--- src/rtl/i2s_tx.sv ---
// I2S transmitter slaved to codec-supplied SCLK/LRCLK. It double-buffers one
// stereo pair and shifts it out MSB first with the standard one-bit delay.
module i2s_tx #(
    parameter int SAMPLE_W = 16,
    parameter int SLOT_W   = 32
) (
    input  logic                clk,
    input  logic                Reset_h,
    input  logic                sclk_in,
    input  logic                lrclk_in,
    input  logic [SAMPLE_W-1:0] sample_l,
    input  logic [SAMPLE_W-1:0] sample_r,
    input  logic                sample_valid,
    output logic                sample_ready,
    output logic                dout,
    output logic                frame_strobe,
    output logic [15:0]         underrun_cnt
);

    localparam int CNT_W = $clog2(SLOT_W + 1);
    localparam logic [CNT_W-1:0] SAMPLE_LIM = CNT_W'(SAMPLE_W);
    localparam logic [CNT_W-1:0] SLOT_LIM   = CNT_W'(SLOT_W);
    localparam logic [CNT_W-1:0] CNT_ONE    = CNT_W'(1);

    typedef enum logic [1:0] {
        IDLE  = 2'd0,
        LEFT  = 2'd1,
        RIGHT = 2'd2
    } state_t;

    state_t              state_r;
    state_t              state_nxt_s;
    logic [2:0]          sclk_sync_r;
    logic [1:0]          lrclk_sync_r;
    logic                lr_s_r;
    logic                lr_p_r;
    logic                lr_upd_r;
    logic                sclk_rise_s;
    logic                sclk_fall_s;
    logic                lr_fall_s;
    logic                lr_rise_s;
    logic                load_left_s;
    logic                load_right_s;
    logic                accept_s;
    logic                hold_full_r;
    logic [SAMPLE_W-1:0] hold_l_r;
    logic [SAMPLE_W-1:0] hold_r_r;
    logic [SAMPLE_W-1:0] frame_r_r;
    logic [SAMPLE_W-1:0] shift_r;
    logic [CNT_W-1:0]    bit_cnt_r;
    logic                dout_r;
    logic                frame_strobe_r;
    logic [15:0]         underrun_cnt_r;

    function automatic logic [15:0] sat_inc16(input logic [15:0] v);
        logic [15:0] r;
        if (v == 16'hFFFF) begin
            r = v;
        end else begin
            r = v + 16'd1;
        end
        return r;
    endfunction

    // Edges come from stages 2 and 3, so each one is seen for exactly one clk.
    assign sclk_rise_s  = sclk_sync_r[1] & ~sclk_sync_r[2];
    assign sclk_fall_s  = ~sclk_sync_r[1] & sclk_sync_r[2];
    // LRCLK changes are judged one clk after the SCLK-rise sample lands in lr_s/lr_p.
    assign lr_fall_s    = lr_upd_r & lr_p_r & ~lr_s_r;
    assign lr_rise_s    = lr_upd_r & ~lr_p_r & lr_s_r;
    assign sample_ready = ~hold_full_r & ~Reset_h;
    assign accept_s     = sample_valid & sample_ready;
    assign dout         = dout_r;
    assign frame_strobe = frame_strobe_r;
    assign underrun_cnt = underrun_cnt_r;

    // Synchronizers for the codec clocks.
    always_ff @(posedge clk) begin
        if (Reset_h) begin
            sclk_sync_r  <= 3'b000;
            lrclk_sync_r <= 2'b00;
        end else begin
            sclk_sync_r  <= {sclk_sync_r[1:0], sclk_in};
            lrclk_sync_r <= {lrclk_sync_r[0], lrclk_in};
        end
    end

    // LRCLK sampled on SCLK rising edges, keeping the previous sample.
    always_ff @(posedge clk) begin
        if (Reset_h) begin
            lr_s_r   <= 1'b0;
            lr_p_r   <= 1'b0;
            lr_upd_r <= 1'b0;
        end else begin
            lr_upd_r <= sclk_rise_s;
            if (sclk_rise_s) begin
                lr_p_r <= lr_s_r;
                lr_s_r <= lrclk_sync_r[1];
            end
        end
    end

    // Channel state register.
    always_ff @(posedge clk) begin
        if (Reset_h) begin
            state_r <= IDLE;
        end else begin
            state_r <= state_nxt_s;
        end
    end

    // Next-state and load decode; a 1-to-0 LRCLK change always starts a new frame.
    always_comb begin
        state_nxt_s  = state_r;
        load_left_s  = 1'b0;
        load_right_s = 1'b0;
        case (state_r)
            IDLE: begin
                if (lr_fall_s) begin
                    state_nxt_s = LEFT;
                    load_left_s = 1'b1;
                end else begin
                    state_nxt_s = IDLE;
                end
            end
            LEFT: begin
                if (lr_rise_s) begin
                    state_nxt_s  = RIGHT;
                    load_right_s = 1'b1;
                end else if (lr_fall_s) begin
                    state_nxt_s = LEFT;
                    load_left_s = 1'b1;
                end else begin
                    state_nxt_s = LEFT;
                end
            end
            RIGHT: begin
                if (lr_fall_s) begin
                    state_nxt_s = LEFT;
                    load_left_s = 1'b1;
                end else if (lr_rise_s) begin
                    state_nxt_s  = RIGHT;
                    load_right_s = 1'b1;
                end else begin
                    state_nxt_s = RIGHT;
                end
            end
            default: begin
                state_nxt_s = IDLE;
            end
        endcase
    end

    // Holding register; a load that finds it empty is an underrun even if a pair is accepted that clk.
    always_ff @(posedge clk) begin
        if (Reset_h) begin
            hold_full_r <= 1'b0;
            hold_l_r    <= {SAMPLE_W{1'b0}};
            hold_r_r    <= {SAMPLE_W{1'b0}};
        end else if (accept_s) begin
            hold_full_r <= 1'b1;
            hold_l_r    <= sample_l;
            hold_r_r    <= sample_r;
        end else if (load_left_s && hold_full_r) begin
            hold_full_r <= 1'b0;
        end
    end

    // Frame load, underrun accounting and strobe.
    always_ff @(posedge clk) begin
        if (Reset_h) begin
            frame_r_r      <= {SAMPLE_W{1'b0}};
            underrun_cnt_r <= 16'h0000;
            frame_strobe_r <= 1'b0;
        end else begin
            frame_strobe_r <= load_left_s;
            if (load_left_s) begin
                if (hold_full_r) begin
                    frame_r_r <= hold_r_r;
                end else begin
                    frame_r_r      <= {SAMPLE_W{1'b0}};
                    underrun_cnt_r <= sat_inc16(underrun_cnt_r);
                end
            end
        end
    end

    // Shifter: loads on channel changes, shifts on SCLK falls; an early change simply truncates.
    always_ff @(posedge clk) begin
        if (Reset_h) begin
            shift_r   <= {SAMPLE_W{1'b0}};
            bit_cnt_r <= {CNT_W{1'b0}};
            dout_r    <= 1'b0;
        end else if (load_left_s) begin
            shift_r   <= hold_full_r ? hold_l_r : {SAMPLE_W{1'b0}};
            bit_cnt_r <= {CNT_W{1'b0}};
        end else if (load_right_s) begin
            shift_r   <= frame_r_r;
            bit_cnt_r <= {CNT_W{1'b0}};
        end else if (sclk_fall_s && (state_r != IDLE)) begin
            if (bit_cnt_r < SAMPLE_LIM) begin
                dout_r  <= shift_r[SAMPLE_W-1];
                shift_r <= {shift_r[SAMPLE_W-2:0], 1'b0};
            end else begin
                dout_r <= 1'b0;
            end
            if (bit_cnt_r < SLOT_LIM) begin
                bit_cnt_r <= bit_cnt_r + CNT_ONE;
            end
        end
    end

endmodule

--- config.mk ---
export PLATFORM = sky130hd
export DESIGN_NAME = i2s_tx
export DESIGN_NICKNAME = d
export VERILOG_FILES = /design/src/rtl/i2s_tx.sv
export SDC_FILE = /design/constraint.sdc
export NUM_CORES = 1
export LEC_CHECK = 0
export BUFFER_PORTS_ARGS = -buffer_cell sky130_fd_sc_hd__buf_2
export CAP_MARGIN = 20
export CORE_UTILIZATION = 45
export CTS_CLUSTER_DIAMETER = 120
export DETAILED_ROUTE_END_ITERATION = 10
export PLACE_DENSITY = 0.76
export SYNTH_ARGS = -nofsm -noshare
export SYNTH_HDL_FRONTEND = slang
export SYNTH_SLANG_ARGS = --single-unit
--- constraint.sdc ---
create_clock -name clk -period 2.9 [get_ports clk]
set_input_delay 0.58 -clock clk [delete_from_list [all_inputs] [get_ports clk]]
set_output_delay 0.58 -clock clk [all_outputs]
set_load 0.005 [all_outputs]
==> reports/qor.csv <==
stage,metric,value,unit
worst_setup_path,worst_r2r_startpoint,state_r[0]$_SDFF_PP0_,
synth,syn-mean-instance-area,8.17,um^2
hold_path,worstHoldPathType,in -> reg,
worst_setup_path,cp_capture_type,flip-flop,
global_routing,wire_length_of_the_first_global_routing_pass,16.7,mm
synth,synth_seq_area_share,0.455,
layout,nFillCells,893,
sta,final.setup.worst_slack,0.480,ns
place,post-place-ws,0.513,ns
worst_setup_path,critical_path.cell_chain,ha_1 > nand4bb_4 > or3_1 > nor4b_1 > mux2_2,
synth,synth.top_cell.area_share,0.455,
synth,synthTopCellsByArea,"sky130_fd_sc_hd__dfxtp_1 45%, sky130_fd_sc_hd__nand2_1 9.1%, sky130_fd_sc_hd__o21ai_0 5.9%, sky130_fd_sc_hd__nand3_1 4.1%, sky130_fd_sc_hd__nor3_1 3.2%",
route,vias_per_cell,5.43,
status,outcome,completed,
route,routed_wirelength,9.69,mm
route,first_iter_violations,234,
cts,post_cts_resized,0,
synth,synthesized_area_fraction_occupied_by_and_or_nand_nor_cells,0.281,
pwr,worst_ir_drop_vdd,0.257,mV
sta,max-slew-margin-rel,0.319,
global_routing,pin_count_of_the_biggest_net_entering_global_routing,66,
synth,post_synthesis_adder_cell_area_fraction,0.0172,
synth,synth-compound-area-share,0.170,
route,vias,3828,
layout,post_route_cells_drive_above_1_share,0.181,
place,dp_hpwl,6.48,mm
route,route.detailed.drc,0,
worst_setup_path,timing.critical_path.arrival,2.68,ns
layout,postLayoutCellArea,0.00493,mm^2
cts,worstSkewPairLatency,0.37,ns
cts,tritoncts.num_buffers,9,
sta,report.final.setup_viol,0,
worst_setup_path,worst-setup-path-type,reg -> reg,
layout,layout.area.seq,0.00198,mm^2
route,final_antenna_net_count,0,
cts,clkTransAtPathRegs,0.11,ns
cts,ctsLongestPathBuffers,2,
pwr,power.density,512,mW/mm^2
cts,cts_tree,done,
floorplanning,initial_core_util,0.467,
route,avgRoutedWirePerCell,13.7,um
synth,synth-async-reset-ratio,0,
layout,multi_input_area,0.00218,mm^2
floorplanning,rows,35,
synth,dominantRegCellSynth,sky130_fd_sc_hd__dfxtp_1,
route,detail_route.first_pass.iterations,4,
floorplanning,boundaryPins,56,
sta,timing.final.max_slew_violations,0,
sta,totalNegativeSetupSlack,0,ns
floorplanning,fp.dieArea,0.0101,mm^2
floorplanning,dieWidth,100,um
synth,ys_ff_latch,99,
sta,fmax,413,MHz
sta,final_hold_vio_count,0,
layout,area.growth.synth_to_final,13.2,%
floorplanning,fp.coreArea,0.00933,mm^2
synth,synth_top_family_by_area,simple AND/OR/NAND/NOR gates,
synth,mappedNetlistNets,576,
synth,ys_types,50,
global_routing,grt_pass1_vias,3625,
place,gp_congestion,0.909,
global_routing,antenna_found_initial,0,
synth,synth-edff-count,0,
worst_setup_path,crit_fanout,19,
worst_setup_path,regToRegEndpoint,underrun_cnt[9]$_SDFFE_PP0P_,
sta,rsz0062_at_grt,no,
synth,synthDominantAreaCellType,sky130_fd_sc_hd__dfxtp_1,
sta,timing_worst_slew_pin_value,1.02,ns
cts,deepest_level_of_the_cts_h_tree,3,
place,placement.io_buffers,55,
worst_setup_path,required,3.16,ns
cts,numClockSinks,99,
synth,synth-xor-area-share,0.00804,
cts,cts_hold_buffers,0,
pwr,p_total,2.53,mW
worst_setup_path,crit_start,state_r[0]$_SDFF_PP0_,
hold_path,worstHoldPathCells,3,
synth,post_synth_instance_area,0.00436,mm^2
worst_setup_path,reg2regPathDepth,5,
global_routing,gr-usage-all-layers,0.204,
layout,nNetsFinal,614,
cts,clock_tree_root,sky130_fd_sc_hd__clkbuf_8,
synth,synth.yosys.warnings,0,
synth,synthesis.instances,533,
global_routing,globalRouteOverflowTotal,0,
floorplanning,die_y,100,um
worst_setup_path,startpoint_type,flip-flop,
sta,fin_worst_hold_slack,0.395,ns
pwr,leakage,1.74,nW
synth,yosys-mux-area-fraction,0.0224,
sta,worst_clock_skew,0.00994,ns
worst_setup_path,reg_to_reg_slack_setup,0.48,ns
place,placed_cell_area,0.00471,mm^2
worst_setup_path,timing_endpoint_of_the_critical_path,underrun_cnt[9]$_SDFFE_PP0P_,
sta,period_needed,2.42,ns
layout,antenna-diode-count,0,
sta,final.period_utilization,0.834,
run,maxCapViolations,0,
cts,post_cts_buffers,0,
worst_setup_path,critical-path-slowest-cell,sky130_fd_sc_hd__or3_1,
worst_setup_path,critical-path-max-stage-delay,0.64,ns
layout by cell type (no fill, tap or decap), types with 10 or more instances in the layout:
cell type	instances
sky130_fd_sc_hd__nand2_1	106
sky130_fd_sc_hd__dfxtp_1	99
sky130_fd_sc_hd__buf_2	55
sky130_fd_sc_hd__o21ai_0	51
sky130_fd_sc_hd__nand3_1	36
sky130_fd_sc_hd__nor3_1	28
sky130_fd_sc_hd__a21oi_1	27
sky130_fd_sc_hd__nor2_1	21
sky130_fd_sc_hd__a21o_1	15
sky130_fd_sc_hd__a311oi_1	14
sky130_fd_sc_hd__nor2b_1	13
sky130_fd_sc_hd__buf_4	13
sky130_fd_sc_hd__clkbuf_8	10
cell families (layout without fill, tap and decap cells):
| logic type | Yosys count | count (layout) |
|---|---|---|
| flops | 99 | 99 |
| mux | 9 | 9 |
| fa+ha+maj | 6 | 6 |
| buf+inv | 47 | 90 |
| xor+xnor | 4 | 4 |
| simple gates | 247 | 247 |
| compound gates | 121 | 121 |
where the power goes:
group | total (mW) | switching (mW) | internal, mW
Combinational | 0.139 | 0.0855 | 0.0534
Clock | 0.958 | 0.517 | 0.441
Sequential | 1.43 | 0.0268 | 1.40
flip-flops by register name, indices dropped and copies added (netlist names):
name          flops
bit_cnt_r         6
dout              1
frame_r_r        16
frame_strobe      1
hold_full_r       1
hold_l_r         16
hold_r_r         16
lr_p_r            1
lr_s_r            1
lr_upd_r          1
lrclk_sync_r      2
sclk_sync_r       3
shift_r          16
state_r           2
underrun_cnt     16
through the flow:
stage                     instances   util
after floorplan                 533      -
after global placement          689  0.505
after detailed placement        689  0.505
after CTS                       705  0.529
after global routing            705  0.529
final                           705  0.529
routing by layer:
metal,share of wire,up-vias,GRT usage
met5,0,-,0
met4,0.013,0,0.0702
met3,0.045,11,0.0341
met2,0.48,110,0.347
met1,0.47,1744,0.263
li1,-,1963,-
synth_stat cells (all sizes together), types with 3 or more instances:
master,number
nand2,106
dfxtp,99
o21ai,51
nand3,36
clkbuf,30
nor3,29
a21oi,27
nor2,21
a21o,15
a311oi,15
nor2b,13
buf,11
nand4,9
nor4,8
ha,6
inv,6
mux2,6
or4,4
and3,3
mux2i,3
o31ai,3
or2,3
xor2,3
final cells by class:
type                    instances  area share
flip-flops and latches         99       0.402
repair buffers                 68      0.0756
clock buffers                  10      0.0279
multi-input cells             387       0.441
clock inverters                 6      0.0160
well taps                     129      0.0327
inverters                       6     0.00457
worst max-delay path: cells and delay by family (launching register included):
family                   cells  cell delay, ns
AND/OR/NAND/NOR              3            1.36
multiplexers                 1            0.38
flip-flops                   1            0.34
adder cells (fa/ha/maj)      1            0.23
worst min path at each step:
stage,slack [ns],endpoint,from
6_report,0.40,hold_r_r[12]$_SDFFE_PP0P_,sample_r[12]
4_1_cts,0.38,hold_l_r[3]$_SDFFE_PP0P_,sample_l[3]
5_1_grt,0.40,hold_r_r[12]$_SDFFE_PP0P_,sample_r[12]
3_3_place_gp,0.43,lrclk_sync_r[1]$_SDFF_PP0_,lrclk_sync_r[0]$_SDFF_PP0_
3_5_place_dp,0.44,sclk_sync_r[1]$_SDFF_PP0_,sclk_sync_r[0]$_SDFF_PP0_
2_1_floorplan,0.41,lrclk_sync_r[1]$_SDFF_PP0_,lrclk_sync_r[0]$_SDFF_PP0_
Note: power is estimated with default switching activity, not from simulation.
